File: src/rtl/wand_bus_arbiter.sv
// wand_bus_arbiter: round-robin owner selection for a shared wired-AND line.
// One requester at a time may drive the line. An owner keeps the grant for at
// most MAX_HOLD cycles. Every grant ends with a single RELEASE turnaround
// cycle, during which no requester is granted.
module wand_bus_arbiter #(
   parameter int unsigned N        = 4,
   parameter int unsigned MAX_HOLD = 8
) (
   input  logic         clk,
   input  logic         rst,
   input  logic [N-1:0] req,
   input  logic [N-1:0] d,
   output logic [N-1:0] gnt,
   output logic         bus_y,
   output logic         busy,
   output logic         timeout
);

   localparam int unsigned PW = (N > 1) ? $clog2(N) : 1;
   localparam int unsigned CW = (MAX_HOLD > 1) ? $clog2(MAX_HOLD) : 1;
   localparam logic [CW-1:0] CNT_LAST = CW'(MAX_HOLD - 1);
   localparam logic [PW-1:0] PTR_LAST = PW'(N - 1);

   typedef enum logic [1:0] {
      S_IDLE    = 2'd0,
      S_GRANT   = 2'd1,
      S_RELEASE = 2'd2
   } state_t;

   state_t          r_state;
   logic [N-1:0]    r_gnt;
   logic [PW-1:0]   r_ptr;
   logic [PW-1:0]   r_owner;
   logic [CW-1:0]   r_cnt;
   logic            r_busy;
   logic            r_timeout;

   logic            w_found;
   logic [PW-1:0]   w_sel;
   logic [PW-1:0]   w_idx;
   logic [N-1:0]    w_gnt_new;
   logic            w_owner_req;
   logic            w_cnt_last;
   logic [PW-1:0]   w_ptr_next;

   // Round-robin search: first requester at or after ptr, wrapping modulo N
   always_comb begin
      w_found = 1'b0;
      w_sel   = '0;
      w_idx   = '0;
      for (int unsigned k = 0; k < N; k++) begin
         w_idx = PW'((32'(r_ptr) + k) % N);
         if (!w_found && req[w_idx]) begin
            w_found = 1'b1;
            w_sel   = w_idx;
         end
      end
   end

   assign w_gnt_new   = {{(N-1){1'b0}}, 1'b1} << w_sel;
   assign w_owner_req = req[r_owner];
   assign w_cnt_last  = (r_cnt == CNT_LAST);
   assign w_ptr_next  = (r_owner == PTR_LAST) ? '0 : r_owner + PW'(1);

   // Arbitration FSM with registered grant, busy and timeout
   always_ff @(posedge clk or posedge rst) begin
      if (rst) begin
         r_state   <= S_IDLE;
         r_gnt     <= '0;
         r_ptr     <= '0;
         r_owner   <= '0;
         r_cnt     <= '0;
         r_busy    <= 1'b0;
         r_timeout <= 1'b0;
      end else begin
         r_timeout <= 1'b0;
         case (r_state)
            S_IDLE: begin
               if (w_found) begin
                  r_state <= S_GRANT;
                  r_gnt   <= w_gnt_new;
                  r_owner <= w_sel;
                  r_cnt   <= '0;
                  r_busy  <= 1'b1;
               end
            end
            S_GRANT: begin
               // A dropped request wins over the hold limit, so no timeout
               if (!w_owner_req) begin
                  r_state <= S_RELEASE;
                  r_gnt   <= '0;
                  r_busy  <= 1'b0;
               end else if (w_cnt_last) begin
                  r_state   <= S_RELEASE;
                  r_gnt     <= '0;
                  r_busy    <= 1'b0;
                  r_timeout <= 1'b1;
               end else begin
                  r_cnt <= r_cnt + CW'(1);
               end
            end
            S_RELEASE: begin
               r_state <= S_IDLE;
               r_ptr   <= w_ptr_next;
            end
            default: begin
               r_state <= S_IDLE;
               r_gnt   <= '0;
               r_busy  <= 1'b0;
            end
         endcase
      end
   end

   // A requester without the grant reads as 1, so its d cannot pull the line
   assign bus_y   = &(d | ~r_gnt);
   assign gnt     = r_gnt;
   assign busy    = r_busy;
   assign timeout = r_timeout;

endmodule

File: config.mk
export PLATFORM = sky130hd
export DESIGN_NAME = wand_bus_arbiter
export DESIGN_NICKNAME = d
export VERILOG_FILES = /design/src/rtl/wand_bus_arbiter.sv
export SDC_FILE = /design/constraint.sdc
export NUM_CORES = 1
export LEC_CHECK = 0
export ABC_AREA = 0
export ABC_CLOCK_PERIOD_IN_PS = 4650
export CAP_MARGIN = 20
export CORE_MARGIN = 2
export CORE_UTILIZATION = 51
export DETAILED_ROUTE_END_ITERATION = 12
export GPL_TIMING_DRIVEN = 1
export PLACE_DENSITY = 0.8
export SYNTH_ARGS = -nofsm -noshare
export SYNTH_HDL_FRONTEND = slang
export SYNTH_SLANG_ARGS = --single-unit
export TNS_END_PERCENT = 20
File: constraint.sdc
create_clock -name clk -period 4.65 [get_ports clk]
set_clock_uncertainty 0.2 [all_clocks]
set_input_delay 0.6975 -clock clk [delete_from_list [all_inputs] [get_ports clk]]
set_output_delay 0.6975 -clock clk [all_outputs]
set_load 0.01 [all_outputs]
==> results.json, run 1 <==
{
  "drt-pass1-iter-count": 4,
  "ys_seq_area_share_pct": 48.6,
  "crit_required_ns": 3.75,
  "ys_ff_latch": 15,
  "final_common_cell": "clkdlybuf4s50_1",
  "synth_top_family_by_area": "simple AND/OR/NAND/NOR gates",
  "cts_max_path_buffers": 2,
  "yosys-top-cells-area": "dfrtp_1, a32o_1, ha_1, nand2_1, nand3_1",
  "pin_count": 17,
  "slowest_delay_ns": 0.57,
  "setup_tns_ns": 0,
  "cts_resized": 0,
  "synth-simple-area-share_pct": 19.4,
  "rows": 14,
  "worst_pin_slew_ns": 0.670,
  "outcome": "complete, no violations",
  "cts_tree": "done",
  "grt.overflow.total": 0,
  "crit_type": "input pin to output port",
  "synth_fa_ha_area_share_pct": 4.86,
  "power_leakage_nw": 0.445,
  "slew_violations": 0,
  "synthDistinctLibCells": 28,
  "grt_pass1_wl_um": 2420,
  "syn_area_um2": 772,
  "layout.nets": 107,
  "remaining_drc_errors": 0,
  "die_y_um": 42.9,
  "viasPerCell": 5.78,
  "drive_gt1_share_pct": 9.68,
  "ctsRootBufferMaster": "clkbuf_4",
  "coreArea_um2": 1450,
  "power_frac_clock_pct": 13.0,
  "synth_xor_area_share_pct": 0,
  "gp_congestion": 0.862,
  "area_delta_synth_final_pct": 26.4,
  "postSynthCellCount": 74,
  "p_seq_share_pct": 41.4,
  "powerDensity_nw_per_um2": 579,
  "synth_top_area_share_pct": 48.6,
  "p_sw_w": 0.000219,
  "hpwlAfterDp_um": 1140,
  "p_comb_share_pct": 45.6,
  "synth_top_cell_by_area": "dfrtp_1",
  "fmax_ghz": 0.342,
  "synth_compound_area_share_pct": 19.3,
  "cp_top_family": "buffers and inverters",
  "end_kind": "output port",
  "synth_nets": 87,
  "cpMaxStageDelayCell": "clkdlybuf4s50_1",
  "drt.antenna.violating_nets": 0,
  "fin_crit_sh_pct": 62.8,
  "layout_common_cells": "clkdlybuf4s50_1, dfrtp_1, nand2_1",
  "die-area_um2": 1840,
  "cp_num_buf_inv": 2,
  "fill_cells": 105,
  "grt_antenna_before_repair": 0,
  "internal_power_w": 0.000346,
  "grt_pass1_vias": 554,
  "port_buffers": 16,
  "clkSinkCount": 15,
  "routed_wirelength_um": 1500,
  "crit_chain": "clkdlybuf4s50_1 -> o22ai_1 -> a221oi_1 -> clkdlybuf4s50_1",
  "ir_drop_mv": 0.353,
  "switching_share_pct": 38.8,
  "postCtsSetupRepairBufs": 0,
  "avgRoutedWirePerCell_um": 13.7,
  "startpoint_type": "input pin",
  "hold_buffers": 0,
  "clk_latency_ns": 0.28,
  "p_total_w": 0.000565,
  "cpMostUsedCell": "clkdlybuf4s50_1",
  "arrival_ns": 2.02,
  "die-width_um": 42.9,
  "period_minus_slack_ns": 2.92,
  "hold_viol": 0,
  "synth_warnings": 0,
  "numCtsBuffers": 3,
  "max-slew-margin-rel_pct": 55.0,
  "clk_pin_slew_ns": 0.09,
  "grt_setup_unrepaired": "no",
  "cap_violations": 0,
  "muxShareOfSynthArea_pct": 4.38,
  "start_util_pct": 53.1,
  "hold_path_class": "register to register",
  "grt_use_total_pct": 17.8,
  "cp_max_fo": 1,
  "whs_ns": 0.290,
  "drt_iter0_markers": 18,
  "cts.htree.levels": 1,
  "avgSynthCellArea_um2": 10.4,
  "grt_max_degree": 16,
  "antennaDiodeCount": 0,
  "num_vias": 630,
  "finalSetupViolCount": 0
}
[per-stage QoR]
step,cell area [um2],utilization [%],setup slack [ns],instances
finish,976,67.1,1.73,109
detailed placement,948,65.2,1.72,105
floorplan,772,-,2.62,74
global route,976,67.1,1.60,109
global placement,948,65.2,1.74,105
CTS,976,67.1,1.72,109
[final cells by class]
cell class              count  area (um2)  area share [%]
flip-flops and latches     15         375            38.5
repair buffers             16         160            16.4
well taps                  16        20.0            2.05
clock buffers               3        22.5            2.31
inverters                   6        22.5            2.31
clock inverters             1        5.00           0.513
multi-input cells          52         370            37.9
[routing by layer]
layer / vias to the layer above / global-route usage [%] / routed length (um)
met5: - / 0 / 0
met1: 275 / 24.5 / 711
met4: 0 / 9.38 / 47
li1: 322 / - / -
met2: 24 / 27.0 / 648
met3: 9 / 2.55 / 88
[final timing paths]
check,start,end,depth (start not counted),slack (ns)
worst min-delay path,busy,busy,1,0.29
min in group asynchronous,rst,busy,2,0.55
worst max register to register,r_cnt[0],r_cnt[0],6,2.81
max in group asynchronous,rst,r_ptr[0],2,3.34
worst max-delay path,d[1],bus_y,4,1.73
worst min register to register,busy,busy,1,0.29
[cells by family after synthesis]
logic type / after synthesis
flops: 15
buf+inv: 7
compound gates: 19
mux: 2
simple gates: 28
fa+ha+maj: 3
[Yosys cell counts]
cell	instances
a21o_1	2
a21oi_1	2
a21oi_2	1
a221o_1	1
a221oi_1	2
a32o_1	4
and4b_2	1
clkbuf_1	1
dfrtp_1	15
ha_1	3
inv_1	6
mux2_2	1
mux4_2	1
nand2_1	8
nand2_2	1
nand2b_1	3
nand3_1	5
nor2_1	2
nor2b_1	3
nor3_1	1
nor3b_1	2
nor4_1	1
o21ai_0	3
o22ai_1	1
o31ai_1	1
o32a_1	1
o32ai_1	1
or3_1	1
[power by group through the flow]
stage | Clock [W] | Sequential [W] | Combinational, W
final | 0.0000736 | 0.000234 | 0.000258
after global routing | 0.0000792 | 0.000243 | 0.000287
after CTS | 0.0000759 | 0.000232 | 0.000259
after detailed placement | 0 | 0.000235 | 0.000258
after global placement | 0 | 0.000232 | 0.000250
after floorplan | 0 | 0.000232 | 0.000171
[flip-flops by register name (all words and copies together), names as in the netlist]
register and count:
busy 1, gnt 4, r_cnt 3, r_owner 2, r_ptr 2, r_state 2
timeout 1
(Power assumes the default switching activity.)
==> run 2, diff against run 1 <==
ABC_CLOCK_PERIOD_IN_PS = 2400   (was 4650)
CORE_UTILIZATION = 43   (was 51)
PLACE_DENSITY = 0.72   (was 0.8)
clock period = 2.4 ns   (was 4.65 ns; I/O delays follow)
==> run 2 against run 1 <==
  * First-iteration DRC count fell by 39%
  * Cell count rose by 8.3%
  * Clock power rose by 96%
  * Worst setup slack got worse by 1.6 ns
  * Worst hold slack got worse by 0.063 ns
==> results.json, run 2 (synthesized netlist as in run 1, its figures left out) <==
{
  "drt_iter0_markers": 11,
  "avgRoutedWirePerCell_um": 13.2,
  "startpoint_type": "input pin",
  "grt_setup_unrepaired": "no",
  "drt.antenna.violating_nets": 0,
  "finalSetupViolCount": 0,
  "clkSinkCount": 15,
  "area_delta_synth_final_pct": 27.9,
  "cts.htree.levels": 1,
  "internal_power_w": 0.000671,
  "grt_max_degree": 16,
  "slew_violations": 0,
  "start_util_pct": 45.2,
  "p_seq_share_pct": 41.1,
  "remaining_drc_errors": 0,
  "worst_pin_slew_ns": 0.645,
  "period_minus_slack_ns": 2.28,
  "antennaDiodeCount": 0,
  "grt.overflow.total": 0,
  "clk_pin_slew_ns": 0.09,
  "num_vias": 648,
  "rr_worst_depth": 6,
  "fill_cells": 139,
  "p_sw_w": 0.000428,
  "cts_resized": 0,
  "crit_type": "input pin to output port",
  "power_frac_clock_pct": 13.1,
  "max-slew-margin-rel_pct": 56.7,
  "port_buffers": 16,
  "cap_violations": 0,
  "grt_pass1_wl_um": 2410,
  "largest_reg_flops": 4,
  "cts_max_path_buffers": 2,
  "power_leakage_nw": 0.445,
  "clk_latency_ns": 0.28,
  "pin_count": 17,
  "crit_required_ns": 1.84,
  "grt_use_total_pct": 16.4,
  "die_y_um": 46.4,
  "cp_num_buf_inv": 3,
  "fmax_ghz": 0.439,
  "setup_tns_ns": 0,
  "cp_max_fo": 1,
  "hold_path_class": "input pin to async pin",
  "layout_common_cells": "clkdlybuf4s50_1, dfrtp_1, nand2_1",
  "cpMostUsedCell": "clkdlybuf4s50_1",
  "hold_viol": 0,
  "slowest_delay_ns": 0.59,
  "powerDensity_nw_per_um2": 1110,
  "cts_tree": "done",
  "crit_chain": "clkdlybuf4s50_1 -> inv_1 -> a221oi_1 -> clkdlybuf4s50_1",
  "drive_gt1_share_pct": 9.68,
  "end_kind": "output port",
  "outcome": "complete, no violations",
  "postCtsSetupRepairBufs": 0,
  "rows": 15,
  "ctsRootBufferMaster": "clkbuf_4",
  "arrival_ns": 1.72,
  "p_comb_share_pct": 45.8,
  "fin_util_pct": 57.8,
  "viasPerCell": 5.49,
  "hpwlAfterDp_um": 1170,
  "switching_share_pct": 39.0,
  "fin_crit_sh_pct": 95.0,
  "coreArea_um2": 1710,
  "layout.nets": 107,
  "cpMaxStageDelayCell": "clkdlybuf4s50_1",
  "regToRegStartpoint": "r_cnt[0]",
  "drt-pass1-iter-count": 4,
  "rr_endpoint": "r_cnt[0]",
  "gp_congestion": 0.833,
  "cp_top_family": "buffers and inverters",
  "routed_wirelength_um": 1560,
  "grt_antenna_before_repair": 0,
  "hold_buffers": 0,
  "ir_drop_mv": 0.626,
  "r2r_setup_slack_ns": 0.58,
  "final_common_cell": "clkdlybuf4s50_1",
  "die-width_um": 46.4,
  "numCtsBuffers": 3,
  "grt_pass1_vias": 560,
  "die-area_um2": 2150
}
[run 2: stage by stage]
stage / worst slack [ns] / instance area, um2 / cells / power [W] / hold WS (ns)
global route: 0.0700 / 987 / 118 / 0.00119 / 0.295
finish: 0.120 / 987 / 118 / 0.00110 / 0.227
floorplan: 0.723 / 772 / 74 / 0.000781 / 0.0615
detailed placement: 0.0984 / 960 / 114 / 0.000960 / 0.291
global placement: 0.161 / 960 / 114 / 0.000937 / 0.264
CTS: 0.0952 / 987 / 118 / 0.00111 / 0.237
[run 2: worst max-delay path by stage]
stage,start,endpoint,slack (ns),cells past startpoint
after floorplan,r_cnt[0],r_cnt[0],0.72,6
after global placement,d[2],bus_y,0.16,4
after detailed placement,d[2],bus_y,0.1,4
after CTS,d[2],bus_y,0.1,4
after global routing,d[2],bus_y,0.07,4
final,d[2],bus_y,0.12,4
[run 2: power by group through the flow]
stage | combinational, W | sequential [W] | clock, W
2_1_floorplan | 0.000331 | 0.000450 | 0
3_3_place_gp | 0.000486 | 0.000451 | 0
3_5_place_dp | 0.000503 | 0.000457 | 0
4_1_cts | 0.000507 | 0.000451 | 0.000151
5_1_grt | 0.000568 | 0.000468 | 0.000157
6_report | 0.000503 | 0.000452 | 0.000144
[run 2: cell type report]
class / instances / area (um2) / share of cell area [%]
clock buffer: 3 / 22.5 / 2.28
clock inverter: 1 / 5.00 / 0.507
inverter: 6 / 22.5 / 2.28
multi-input combinational: 52 / 370 / 37.5
sequential: 15 / 375 / 38.0
tap: 25 / 31.3 / 3.17
timing repair buffer: 16 / 160 / 16.2
[run 2: worst reg2reg max path, stage by stage (launching register included)]
cell and delay [ns]:
dfrtp_1 0.40, ha_1 0.22, ha_1 0.22, nor3b_1 0.32
nand2_1 0.17, nand3_1 0.11, o21ai_0 0.08
[run 2: layer usage]
layer	routed length, um	vias up	track usage [%]
li1	-	316	-
met1	685	305	20.4
met2	759	25	26.4
met4	18	0	10.3
met5	0	-	0
met3	99	2	2.35
==> edit 1, RTL diff (flow settings as in run 2) <==
The parameter `N` goes from 4 to 2.
--- a/src/rtl/wand_bus_arbiter.sv
+++ b/src/rtl/wand_bus_arbiter.sv
@@ -4,5 +4,5 @@
 // cycle, during which no requester is granted.
 module wand_bus_arbiter #(
-   parameter int unsigned N        = 4,
+   parameter int unsigned N        = 2,
    parameter int unsigned MAX_HOLD = 8
 ) (
Ports: changed (resized d, gnt and req); port bits go from 17 to 11. No check against the original RTL was run, so the function may have changed too.
==> edit 1 against run 2 <==
Clock power decreased by 13%; cell count decreased by 35%; via count decreased by 37%; wire length decreased by 38%; register-to-register slack got worse by 0.07 ns; count of clock-buffer cells in the layout increased by 1; sequential share of layout area increased by 3.4 points; power decreased by 31%; non-clock buffer count decreased by 6; worst setup slack improved by 0.26 ns; synthesized area decreased by 32%; synthesized cell count decreased by 32%; final area decreased by 33%; sequential cell count decreased by 4; critical endpoint unchanged.
==> edit 1: results (changes against run 2) <==
DP HPWL 727 µm (was 1.17 mm); clock buffer depth 2 (unchanged); Synth top cells by count dfrtp_1, inv_1, nor2_1 (was dfrtp_1, nand2_1, inv_1); PortBufs 10 (was 16); bufs w/o clock 10 (was 16); cells taking the most area after synthesis dfrtp_1, ha_1, inv_1 (was dfrtp_1, a32o_1, ha_1); DR iter-0 viols 20 (was 11); internal reg-to-reg setup slack 0.51 ns (was 0.58 ns); post-synthesis cell type count 21 (was 28); max reg flops 3 (was 4); gpl congestion 0.742 (was 0.833); Clock Latency Late Sink 0.27 ns; Syn Nets 58 (was 87); WL met2 442 µm (was 759 µm); Root Driver clkbuf_4 (unchanged); Clock buffer cells 4 (was 3); Pint 0.482 mW (was 0.671 mW); met2 Use GR 21.7% (was 26.4%); Clock Sinks 11 (was 15); multi-input combinational area share 33.5% (was 37.5%); Post-CTS Setup Bufs 0 (unchanged); drt total wl 975 µm (was 1.56 mm); n_taps 14 (was 25); met1 GRT Util 24.2% (was 20.4%); M1 WL 490 µm (was 685 µm); layout cell share with drive strength beyond 1 4.76% (was 9.68%); r2r worst-path depth 4 (was 6); worst slew margin relative to its limit 67.7% (was 56.7%); global-route wire length before repair 1.69 mm (was 2.41 mm); htree depth 1 (unchanged); storage element area 275 µm² (was 375 µm²); wire length on met3 28 µm (was 99 µm); M3 GR Usage 6.94% (was 2.35%); Clock buf/inv share 3.95% (was 2.79%); Seq/Total Area, Yosys 52.4% (was 48.6%); clock transition at the registers of the reported paths 0.07 ns (was 0.09 ns); Util after Layout 59.0% (was 57.8%); fill count 97 (was 139); CP Launch Point d[0] (was d[2]); Vias per Instance 5.34 (was 5.49); status complete, no violations (unchanged); Leakage 0.308 nW (was 0.445 nW); Crit-path slowest cell clkdlybuf4s50_1 (unchanged); Multi-In Gates 32 (was 52); Max VDD drop 0.000614 V (was 0.000626 V); max incr delay on CP 0.52 ns (was 0.59 ns); GRT Overall Usage 17.7% (was 16.4%); Non-clock buffer share 15.1% (was 16.2%); RR Endpoint r_cnt[2]$_DFFE_PP0P_ (was r_cnt[0]$_DFFE_PP0P_); largest net degree at the start of global routing 12 (was 16); Arr. time, crit path 1.46 ns (was 1.72 ns); number of global-route vias before repair 367 (was 560); Area after DPL 638 µm² (was 960 µm²); nets 72 (was 107)
[edit 1: through the flow]
step | hold WS [ns] | instances | setup WS [ns]
after floorplan | 0.0124 | 50 | 0.603
after global placement | 0.291 | 73 | 0.269
after detailed placement | 0.295 | 73 | 0.240
after CTS | 0.192 | 77 | 0.371
after global routing | 0.204 | 77 | 0.358
final | 0.176 | 77 | 0.380
[edit 1: power by group through the flow]
stage / clock (mW) / sequential [mW] / combinational [mW]
5_1_grt: 0.147 / 0.342 / 0.347
6_report: 0.126 / 0.331 / 0.306
4_1_cts: 0.131 / 0.331 / 0.308
2_1_floorplan: 0 / 0.326 / 0.200
3_3_place_gp: 0 / 0.333 / 0.305
3_5_place_dp: 0 / 0.334 / 0.305
[edit 1: cells by family after synthesis]
group	after synthesis	share of synthesized area [%]
compound gates	14	18.8
simple gates	14	15.0
flops	11	52.4
buf+inv	7	5.24
mux	2	3.81
fa+ha+maj	2	4.76
==> edit 2, RTL diff (settings of run 2) <==
Without the edit above. Re-encode `state_t` (3 states) as one-hot, 3 bits wide.
--- a/src/rtl/wand_bus_arbiter.sv
+++ b/src/rtl/wand_bus_arbiter.sv
@@ -22,8 +22,8 @@
    localparam logic [PW-1:0] PTR_LAST = PW'(N - 1);
 
-   typedef enum logic [1:0] {
-      S_IDLE    = 2'd0,
-      S_GRANT   = 2'd1,
-      S_RELEASE = 2'd2
+   typedef enum logic [2:0] {
+      S_IDLE    = 3'b001,
+      S_GRANT   = 3'b010,
+      S_RELEASE = 3'b100
    } state_t;
 
Check against the original RTL: no difference found for any inputs over 10 cycles, from zero or initial values and one cycle with rst high; not proved beyond that.
==> edit 2 against run 2 <==
Final area grew 7.2%; worst setup slack improved by 0.018 ns; utilization rose by 2.2 points; register-to-register slack gained 0.02 ns; global-route usage grew 0.82 points; power increased by 1.8%; sequential cell count increased by 1; wire length down 0.26%; synthesized area up 6.6%; largest cell class unchanged; largest power group unchanged; highest routed layer unchanged.
==> edit 2: results (changes against run 2) <==
crit path max fanout 1 (unchanged); worst flop-to-flop path startpoint r_owner[0]$_DFFE_PP0P_ (was r_cnt[0]$_DFFE_PP0P_); Root Driver clkbuf_4 (unchanged); htree depth 1 (unchanged); clock transition at the registers of the reported paths 0.09 ns (about the same); Syn Inst Count 77 (was 74); Post-CTS Setup Bufs 0 (unchanged); drt wl/cell 12.7 µm (was 13.2 µm); Vias per Instance 5.11 (was 5.49); Hold/Removal Path Class primary input to asynchronous set/reset pin (unchanged); via count 628 (was 648); DP HPWL 1.19 mm (was 1.17 mm); Worst-Margin Slew 0.605 ns (was 0.645 ns); Max VDD drop 0.000736 V (was 0.000626 V); Clock Latency Late Sink 0.29 ns; cells taking the most area after synthesis dfrtp_1, ha_1, inv_1 (was dfrtp_1, a32o_1, ha_1); layout cell share with drive strength beyond 1 15.3% (was 9.68%); number of global-route vias before repair 624 (was 560); status complete, no violations (unchanged); fill count 172 (was 139); DR iter-0 viols 9 (was 11); drt pass-1 iters 4 (unchanged); Crit-path slowest cell clkdlybuf4s50_1 (unchanged); GRT Overall Usage 17.2% (was 16.4%); max incr delay on CP 0.58 ns; ANT cells 0 (unchanged); Yosys Warn Count 0 (unchanged); ys flop type dfrtp_1 (unchanged); Synth top cells by count dfrtp_1, inv_1, o21ai_0 (was dfrtp_1, nand2_1, inv_1); Hold Fails Final Rpt 0 (unchanged); r2r worst-path depth 4 (was 6); CTS Buf Count 3 (unchanged); Syn Nets 90 (was 87); PortBufs 16 (unchanged); Seq/Total Area, Yosys 48.8% (was 48.6%); largest net degree at the start of global routing 17 (was 16); placed cells 119 (was 114); gpl congestion 0.735 (was 0.833); initial antenna violation count 0 (unchanged); Area after DPL 1020 µm² (was 960 µm²); max reg flops 4 (unchanged); nets 112 (was 107); Leakage 0.504 nW (was 0.445 nW); CP Launch Point d[2] (unchanged); Arr. time, crit path 1.70 ns (was 1.72 ns); CTS resizes 0 (unchanged); async set or reset register ratio after synthesis 100% (unchanged); clock buffer depth 2 (unchanged); global-route wire length before repair 2.64 mm (was 2.41 mm); post-synthesis cell type count 31 (was 28)
==> edit 2: final timing paths <==
| kind | end | slack, ns |
|---|---|---|
| max | bus_y | 0.14 |
| min | r_owner[1]$_DFFE_PP0P_ | 0.23 |
| max reg2reg | gnt[0]$_DFFE_PP0P_ | 0.60 |
| min reg2reg | r_cnt[0]$_DFFE_PP0P_ | 0.30 |
| max in group asynchronous | r_cnt[2]$_DFFE_PP0P_ | 1.38 |
| min in group clk | r_cnt[0]$_DFFE_PP0P_ | 0.30 |
==> edit 2: critical path, delay by kind of cell <==
kind	cells	cell delay, ns
buffers and inverters	3	1.08
AO/OA/AOI/OAI	1	0.26
==> edit 2: layout make-up <==
class / instances / area share (%)
inverter: 10 / 3.55
timing repair buffer: 17 / 15.8
multi-input combinational: 51 / 36.3
clock buffer: 4 / 3.43
sequential: 16 / 37.9
tap: 25 / 2.96
==> edit 2: power by group <==
| group | internal [mW] | leakage (nW) | switching, mW | total (mW) |
|---|---|---|---|---|
| logic | 0.242 | 0.273 | 0.230 | 0.472 |
| registers | 0.375 | 0.209 | 0.0935 | 0.468 |
| clock network | 0.0924 | 0.0210 | 0.0851 | 0.177 |
==> edit 2: stage by stage <==
| stage | hold slack, ns | setup WS [ns] | total power, mW | utilization [%] |
|---|---|---|---|---|
| final | 0.232 | 0.138 | 1.12 | 60.0 |
| after detailed placement | 0.285 | 0.0837 | 0.952 | 57.9 |
| after floorplan | 0.0730 | 0.723 | 0.770 | - |
| after CTS | 0.248 | 0.124 | 1.14 | 60.0 |
| after global placement | 0.278 | 0.119 | 0.936 | 57.9 |
| after global routing | 0.306 | 0.0671 | 1.22 | 60.0 |
==> edit 2: per-layer routing <==
layer / vias up / part of all wire (%) / GRT usage (%)
met1: 290 / 49 / 22.5
met3: 2 / 3.6 / 4.53
met2: 15 / 47 / 27.5
li1: 321 / - / -
met5: - / 0 / 0
met4: 0 / 1.2 / 6.49
==> edit 2: kinds of logic (layout without fill, tap and decap cells) <==
family / Yosys count / count (layout) / share of synthesized area [%]
fa+ha+maj: 3 / 3 / 4.56
flops: 16 / 16 / 48.8
mux: 3 / 3 / 5.32
simple gates: 23 / 23 / 17.9
buf+inv: 10 / 31 / 4.56
compound gates: 22 / 22 / 18.8
